File: src/rtl/elevator_pkg.sv
// ============================================================
// elevator_pkg : shared scheduler state encoding and size defaults
// Revision 1.0
// ============================================================
`default_nettype none

package elevator_pkg;

    localparam int c_NUM_FLOORS_DEF = 10;
    localparam int c_FLOOR_W_DEF    = 4;

    localparam logic [1:0] c_IDLE       = 2'd0;
    localparam logic [1:0] c_SERVE_UP   = 2'd1;
    localparam logic [1:0] c_SERVE_DOWN = 2'd2;
    localparam logic [1:0] c_DWELL      = 2'd3;

endpackage

`default_nettype wire

File: src/rtl/floor_call_scheduler_if.sv
// ============================================================
// floor_call_scheduler_if : buttons/car feedback in, target and status out
// Revision 1.0
// ============================================================
`default_nettype none

interface floor_call_scheduler_if
    import elevator_pkg::*;
#(
    parameter int NUM_FLOORS = c_NUM_FLOORS_DEF,
    parameter int FLOOR_W    = c_FLOOR_W_DEF
);
    logic [NUM_FLOORS-1:0] call_btn;
    logic [FLOOR_W-1:0]    current_floor;
    logic                  car_idle;
    logic [FLOOR_W-1:0]    requested_floor;
    logic [NUM_FLOORS-1:0] pending;
    logic                  busy;
    logic                  dir_up;

    modport master (
        output call_btn, current_floor, car_idle,
        input  requested_floor, pending, busy, dir_up
    );

    modport slave (
        input  call_btn, current_floor, car_idle,
        output requested_floor, pending, busy, dir_up
    );
endinterface

`default_nettype wire

File: src/rtl/call_sync_edge.sv
// ============================================================
// call_sync_edge : 2-flop synchroniser with rising-edge press pulse
// Revision 1.0
// ============================================================
`default_nettype none

module call_sync_edge #(
    parameter int WIDTH = 10
) (
    input  wire              clk,
    input  wire              rst_n,
    input  wire  [WIDTH-1:0] i_async,
    output logic [WIDTH-1:0] o_pulse
);
    logic [WIDTH-1:0] r_meta;
    logic [WIDTH-1:0] r_sync;
    logic [WIDTH-1:0] r_prev;

    always_ff @(posedge clk or negedge rst_n) begin
        if (!rst_n) begin
            r_meta <= '0;
            r_sync <= '0;
            r_prev <= '0;
        end else begin
            r_meta <= i_async;
            r_sync <= r_meta;
            r_prev <= r_sync;
        end
    end

    assign o_pulse = r_sync & ~r_prev;
endmodule

`default_nettype wire

File: src/rtl/floor_call_scheduler.sv
// ============================================================
// floor_call_scheduler : LOOK scheduler over a pending-call bitmap
// Revision 1.0
// ============================================================
`default_nettype none

module floor_call_scheduler
    import elevator_pkg::*;
#(
    parameter int NUM_FLOORS   = c_NUM_FLOORS_DEF,
    parameter int FLOOR_W      = c_FLOOR_W_DEF,
    parameter int DWELL_CYCLES = 16
) (
    input wire clk,
    input wire rst_n,
    floor_call_scheduler_if.slave bus
);
    localparam int                 c_CNT_W    = (DWELL_CYCLES > 1) ? $clog2(DWELL_CYCLES) : 1;
    localparam logic [c_CNT_W-1:0] c_CNT_LAST = c_CNT_W'(DWELL_CYCLES - 1);

    logic [1:0]            r_state, w_state_nxt;
    logic [FLOOR_W-1:0]    r_req, w_req_nxt;
    logic [NUM_FLOORS-1:0] r_pending, w_pending_nxt;
    logic [NUM_FLOORS-1:0] w_pulse, w_here;
    logic                  r_dir_up, w_dir_nxt;
    logic [c_CNT_W-1:0]    r_cnt, w_cnt_nxt;
    logic                  w_park, w_reselect, w_pref_up;
    logic                  w_any_above, w_any_below, w_at_pend, w_at_press, w_arrive;
    logic [FLOOR_W-1:0]    w_lo_above, w_hi_below, w_cur;

    assign w_cur = bus.current_floor;

    call_sync_edge #(.WIDTH(NUM_FLOORS)) u_sync (
        .clk     (clk),
        .rst_n   (rst_n),
        .i_async (bus.call_btn),
        .o_pulse (w_pulse)
    );

    // Nearest pending call on each side of the car; an out-of-range floor has no w_here bit.
    always_comb begin
        w_here      = '0;
        w_any_above = 1'b0;
        w_any_below = 1'b0;
        w_lo_above  = '0;
        w_hi_below  = '0;
        for (int i = NUM_FLOORS - 1; i >= 0; i--) begin
            if (r_pending[i] && (FLOOR_W'(i) > w_cur)) begin
                w_any_above = 1'b1;
                w_lo_above  = FLOOR_W'(i);
            end
        end
        for (int i = 0; i < NUM_FLOORS; i++) begin
            w_here[i] = (FLOOR_W'(i) == w_cur);
            if (r_pending[i] && (FLOOR_W'(i) < w_cur)) begin
                w_any_below = 1'b1;
                w_hi_below  = FLOOR_W'(i);
            end
        end
    end

    assign w_at_pend  = |(r_pending & w_here);
    assign w_at_press = |(w_pulse & w_here);
    assign w_arrive   = bus.car_idle && (w_cur == r_req) && (|w_here) &&
                        ((r_state == c_SERVE_UP) || (r_state == c_SERVE_DOWN));

    always_comb begin
        w_state_nxt = r_state;
        w_req_nxt   = r_req;
        w_dir_nxt   = r_dir_up;
        w_cnt_nxt   = r_cnt;
        w_park      = 1'b0;
        w_reselect  = 1'b0;
        w_pref_up   = r_dir_up;
        case (r_state)
            c_IDLE: begin
                w_req_nxt = w_cur;
                w_cnt_nxt = '0;
                if (w_at_pend || w_at_press) begin
                    w_state_nxt = c_DWELL;
                    w_park      = 1'b1;
                end else begin
                    w_reselect = 1'b1;
                    w_pref_up  = 1'b1;
                end
            end
            c_SERVE_UP, c_SERVE_DOWN: begin
                if (w_arrive) begin
                    w_state_nxt = c_DWELL;
                    w_park      = 1'b1;
                    w_req_nxt   = w_cur;
                    w_cnt_nxt   = '0;
                end else if (w_at_pend && (r_req == w_cur)) begin
                    // Car is at its target but not yet stopped: hold the target.
                    w_req_nxt = r_req;
                end else if ((r_state == c_SERVE_UP) && w_any_above) begin
                    w_req_nxt = w_lo_above;
                end else if ((r_state == c_SERVE_DOWN) && w_any_below) begin
                    w_req_nxt = w_hi_below;
                end else begin
                    w_reselect = 1'b1;
                    w_pref_up  = (r_state == c_SERVE_UP);
                end
            end
            default: begin
                w_req_nxt = w_cur;
                w_park    = 1'b1;
                if (r_cnt == c_CNT_LAST) begin
                    w_cnt_nxt  = '0;
                    w_reselect = 1'b1;
                end else begin
                    w_cnt_nxt = r_cnt + c_CNT_W'(1);
                end
            end
        endcase

        if (w_reselect) begin
            if (w_pref_up && w_any_above) begin
                w_state_nxt = c_SERVE_UP;
                w_dir_nxt   = 1'b1;
                w_req_nxt   = w_lo_above;
            end else if (w_any_below) begin
                w_state_nxt = c_SERVE_DOWN;
                w_dir_nxt   = 1'b0;
                w_req_nxt   = w_hi_below;
            end else if (w_any_above) begin
                w_state_nxt = c_SERVE_UP;
                w_dir_nxt   = 1'b1;
                w_req_nxt   = w_lo_above;
            end else begin
                w_state_nxt = c_IDLE;
                w_req_nxt   = w_cur;
            end
        end
    end

    // While parked, the local bit is cleared and a same-cycle press there is absorbed.
    assign w_pending_nxt = (r_pending | w_pulse) & ~(w_park ? w_here : '0);

    always_ff @(posedge clk or negedge rst_n) begin
        if (!rst_n) begin
            r_state   <= c_IDLE;
            r_req     <= '0;
            r_pending <= '0;
            r_dir_up  <= 1'b1;
            r_cnt     <= '0;
        end else begin
            r_state   <= w_state_nxt;
            r_req     <= w_req_nxt;
            r_pending <= w_pending_nxt;
            r_dir_up  <= w_dir_nxt;
            r_cnt     <= w_cnt_nxt;
        end
    end

    assign bus.requested_floor = r_req;
    assign bus.pending         = r_pending;
    assign bus.busy            = (r_state != c_IDLE);
    assign bus.dir_up          = r_dir_up;
endmodule

`default_nettype wire
File: src/flat_wrapper.sv
// flat-port wrapper written by rule: the top's interface ports become plain ports
module floor_call_scheduler_flat import elevator_pkg::*;
#(
    parameter int NUM_FLOORS   = c_NUM_FLOORS_DEF,
    parameter int FLOOR_W      = c_FLOOR_W_DEF,
    parameter int DWELL_CYCLES = 16
)
  (clk, rst_n, bus_call_btn, bus_current_floor, bus_car_idle, bus_requested_floor, bus_pending, bus_busy, bus_dir_up);
  floor_call_scheduler_if #(.NUM_FLOORS(NUM_FLOORS), .FLOOR_W(FLOOR_W)) bus_i ();
  input wire clk;
  input wire rst_n;
  input wire logic [$bits(bus_i.call_btn)-1:0] bus_call_btn;
  input wire logic [$bits(bus_i.current_floor)-1:0] bus_current_floor;
  input wire logic [$bits(bus_i.car_idle)-1:0] bus_car_idle;
  output wire logic [$bits(bus_i.requested_floor)-1:0] bus_requested_floor;
  output wire logic [$bits(bus_i.pending)-1:0] bus_pending;
  output wire logic [$bits(bus_i.busy)-1:0] bus_busy;
  output wire logic [$bits(bus_i.dir_up)-1:0] bus_dir_up;
  assign bus_i.call_btn = bus_call_btn;
  assign bus_i.current_floor = bus_current_floor;
  assign bus_i.car_idle = bus_car_idle;
  assign bus_requested_floor = bus_i.requested_floor;
  assign bus_pending = bus_i.pending;
  assign bus_busy = bus_i.busy;
  assign bus_dir_up = bus_i.dir_up;
  floor_call_scheduler #(.NUM_FLOORS(NUM_FLOORS), .FLOOR_W(FLOOR_W), .DWELL_CYCLES(DWELL_CYCLES)) u_core (.clk(clk), .rst_n(rst_n), .bus(bus_i));
endmodule
File: config.mk
export PLATFORM = sky130hd
export DESIGN_NAME = floor_call_scheduler_flat
export DESIGN_NICKNAME = d
export VERILOG_FILES = /design/src/rtl/elevator_pkg.sv /design/src/rtl/floor_call_scheduler_if.sv /design/src/rtl/call_sync_edge.sv /design/src/rtl/floor_call_scheduler.sv /design/src/flat_wrapper.sv
export SDC_FILE = /design/constraint.sdc
export NUM_CORES = 1
export LEC_CHECK = 0
export CAP_MARGIN = 0
export CORE_MARGIN = 4
export CORE_UTILIZATION = 55
export CTS_BUF_LIST = sky130_fd_sc_hd__clkbuf_4 sky130_fd_sc_hd__clkbuf_8
export DETAILED_ROUTE_END_ITERATION = 8
export PLACE_DENSITY_LB_ADDON = 0.3
export SYNTH_ARGS = -nofsm -noshare
export SYNTH_HDL_FRONTEND = slang
export SYNTH_SLANG_ARGS = --single-unit
File: constraint.sdc
create_clock -name clk -period 3 [get_ports clk]
set_clock_uncertainty 0.1 [all_clocks]
set_input_delay 0.6 -clock clk [delete_from_list [all_inputs] [get_ports clk]]
set_output_delay 0.6 -clock clk [all_outputs]
set_load 0.005 [all_outputs]
==> metrics <==
vias per cell 6.03; commonest cells after routing, fill and taps aside dfrtp_1, buf_4, clkdlybuf4s50_1, nor2_1, a21oi_1; #FFs+latches synth 51; Reg-to-Reg End u_core.bus.requested_floor[0]$_DFFE_PN0P_; power per cell area 716 mW/mm²; Syn Std Cell Area 0.00295 mm²; reg2reg path depth 9; cell row count 26; vias in the first global route 2802; share of layout cells above drive strength 1 24.4%; PortBufs 32; FF-to-FF setup slack 0.39 ns; CTS clk-pin slew, worst paths 0.11 ns; IO Pins 33; diode count 0; Die X 81.2 µm; setup violators final 0; Synth Net Count 329; Pre-antenna DRT Iters 5; DRC 0; Clock Latency Late Sink 0.31 ns; final setup TNS 0 ns; Critical Path Max Stage Delay 0.52 ns; Final #Nets 407; drt wl/cell 18.0 µm; first-pass GRT wire length 13.4 mm; clock buffer depth 2; initial antenna violation count 0; vias 2749; Hold Crit Depth 0; Filler cells 362; worst hold start u_core.u_sync.r_meta[2]$_DFF_PN0_; Leak Pwr 1.72 nW; Tmin final 2.90 ns; Rel. slew slack 38.1%; final core utilization 76.2%; post-DP HPWL 5.73 mm; root buf cell clkbuf_8; Worst Hold Path EP u_core.u_sync.r_sync[2]$_DFF_PN0_; Worst EP required 3.11 ns; hold_ws 0.257 ns; H-tree lvl count 2; worst-path cell chain clkdlybuf4s50_1 -> buf_6 -> buf_12 -> nor3b_1 -> a21oi_1 -> o32ai_2 -> o41ai_4 -> o41ai_4 -> buf_4 -> nor2_4 -> a21oi_1 -> o32a_1; synthesis-to-layout area growth 32.7%; Setup crit end kind register; Gate Count Post-Synth 307; largest fanout on the critical path 9; Num CTS Buffers 5; status completed; ys async rst share 100%; Final Max Slew Viols 0; Floorplan Core Area 0.00514 mm²; total global-route track usage 26.5%; Final ANT Viol Nets 0; endpoints failing hold 0; Post-synth EDFFs 0; reg2reg start u_core.bus.pending[7]$_DFF_PN0_; synthesized area per cell 9.61 µm²; routability cong. 0.982; Hold Path Class reg -> reg; pin count of the biggest net entering global routing 45; Critical Path AT 3.01 ns; Post-Route WL 8.20 mm; crit path launch type input pin; initial drt markers 327; slowest CP cell clkdlybuf4s50_1; Syn. warnings 0; max_cap viols 0; # clock sinks 51; Peak Freq 0.344 GHz; Worst Setup Path Type in -> reg; commonest non-fill, non-tap cell in the layout dfrtp_1; Die H 81.2 µm; RSZ-0062 raised after global routing no; sequential share of the synthesized area 43.3%; Final Cycle Share 96.8%; ys flop type dfrtp_1; Distinct cells, synth 65; slew at the pin closest to its max-slew limit 0.928 ns; total global routing overflow 0; CTS tree yes; Peak VDD IR 0.000417 V; Die Area 0.00660 mm²; Starting Density 57.4%
==> routing by layer <==
layer | vias up | part of all wire (%) | global-route usage (%)
met5 | - | 0 | 0
met4 | 0 | 2.2 | 9.97
met3 | 23 | 6.7 | 3.10
met2 | 118 | 48 | 43.3
met1 | 1331 | 43 | 36.3
li1 | 1277 | - | -
==> final cells by class <==
| type | instances | area [µm²] | area share, % |
|---|---|---|---|
| inverters | 17 | 63.8 | 1.63 |
| repair buffers | 88 | 800 | 20.4 |
| well taps | 70 | 87.6 | 2.24 |
| clock buffers | 5 | 68.8 | 1.76 |
| clock inverters | 3 | 28.8 | 0.735 |
| flip-flops and latches | 51 | 1280 | 32.6 |
| multi-input cells | 222 | 1590 | 40.6 |
==> kinds of logic (layout without fill, tap and decap cells) <==
group                      Yosys count  count (layout)  share of synthesized area [%]
and+or+nand+nor                    101             101                           18.8
buffers and inverters               34             113                           5.60
adders and majority gates            5               5                           2.12
AOI/OAI and AO/OA                  102             102                           25.5
muxes                               10              10                           3.44
xor gates and xnor gates             4               4                           1.19
DFF                                 51              51                           43.3
==> cells in the mapped netlist (2+ instances only) <==
master	number	area (µm²)
dfrtp_1	50	1250
nor2_1	29	109
a21oi_1	24	120
nand2_1	21	78.8
inv_1	17	63.8
o21ai_0	14	70.1
nor2b_1	10	62.6
mux2i_1	9	90.1
nor3_1	7	35.0
a31oi_1	6	37.5
buf_2	6	30.0
clkbuf_1	5	18.8
ha_1	5	62.6
nand3_1	5	25.0
o21a_1	5	37.5
o22ai_1	4	25.0
xor2_1	4	35.0
a211oi_1	3	22.5
and3_1	3	18.8
buf_6	3	33.8
nand2b_1	3	18.8
nor3b_1	3	22.5
nor4b_1	3	26.3
o21ai_2	3	26.3
o21bai_1	3	22.5
o22a_1	3	26.3
o31a_1	3	26.3
o31ai_1	3	22.5
o32a_1	3	30.0
o32ai_1	3	26.3
a21boi_0	2	15.0
a21o_1	2	15.0
a221oi_1	2	17.5
and2_1	2	12.5
buf_4	2	15.0
nand4_1	2	12.5
nor2_2	2	12.5
nor4bb_1	2	20.0
o2bb2ai_1	2	17.5
o311ai_1	2	17.5
o41ai_2	2	32.5
or2_2	2	12.5
==> flip-flops by register name, indices dropped and copies added, names as in the netlist <==
name and count:
u_core.u_sync.r_sync 10, u_core.r_cnt 4, u_core.bus.dir_up 1, u_core.bus.requested_floor 4, u_core.r_state 2, u_core.u_sync.r_meta 10, u_core.u_sync.r_prev 10, u_core.bus.pending 10
==> power by group <==
group / switching, W / internal (W) / leakage [nW]
Combinational: 0.000701 / 0.000715 / 1.09
Sequential: 0.000155 / 0.000808 / 0.575
Clock: 0.000249 / 0.000176 / 0.0511
Total: 0.00110 / 0.00170 / 1.72
==> what timing repair did <==
item                       4_1_cts  5_1_grt
gates resized for setup          5       16
gates cloned                     0        2
hold buffers                     0        0
setup endpoints to repair        3        8
pin swaps                        3       10
setup buffers                    0        2
==> metrics by stage <==
stage	area, µm²	instances	setup WS [ns]	total power (W)
3_5_place_dp	3680	444	-0.308	0.00225
4_1_cts	3800	452	0.0129	0.00270
6_report	3920	456	0.0962	0.00280
5_1_grt	3920	456	0.0255	0.00299
2_1_floorplan	2950	307	0.349	0.00175
3_3_place_gp	3680	444	-0.290	0.00221
==> worst max-delay path: cells and delay by family <==
| kind | cells | cell delay (ns) |
|---|---|---|
| AOI/OAI and AO/OA | 6 | 1.24 |
| buffers and inverters | 4 | 0.97 |
| and+or+nand+nor | 2 | 0.20 |
==> worst max-delay path by stage <==
stage	to	startpoint
after floorplan	u_core.bus.requested_floor[1]$_DFFE_PN0P_	bus_current_floor[1]
after detailed placement	u_core.bus.requested_floor[0]$_DFFE_PN0P_	bus_current_floor[2]
after global placement	u_core.bus.requested_floor[1]$_DFFE_PN0P_	bus_current_floor[0]
after CTS	u_core.bus.requested_floor[0]$_DFFE_PN0P_	bus_current_floor[2]
after global routing	u_core.bus.requested_floor[0]$_DFFE_PN0P_	bus_current_floor[1]
final	u_core.bus.requested_floor[0]$_DFFE_PN0P_	bus_current_floor[1]
No activity file was read; power rests on OpenSTA's default activity.
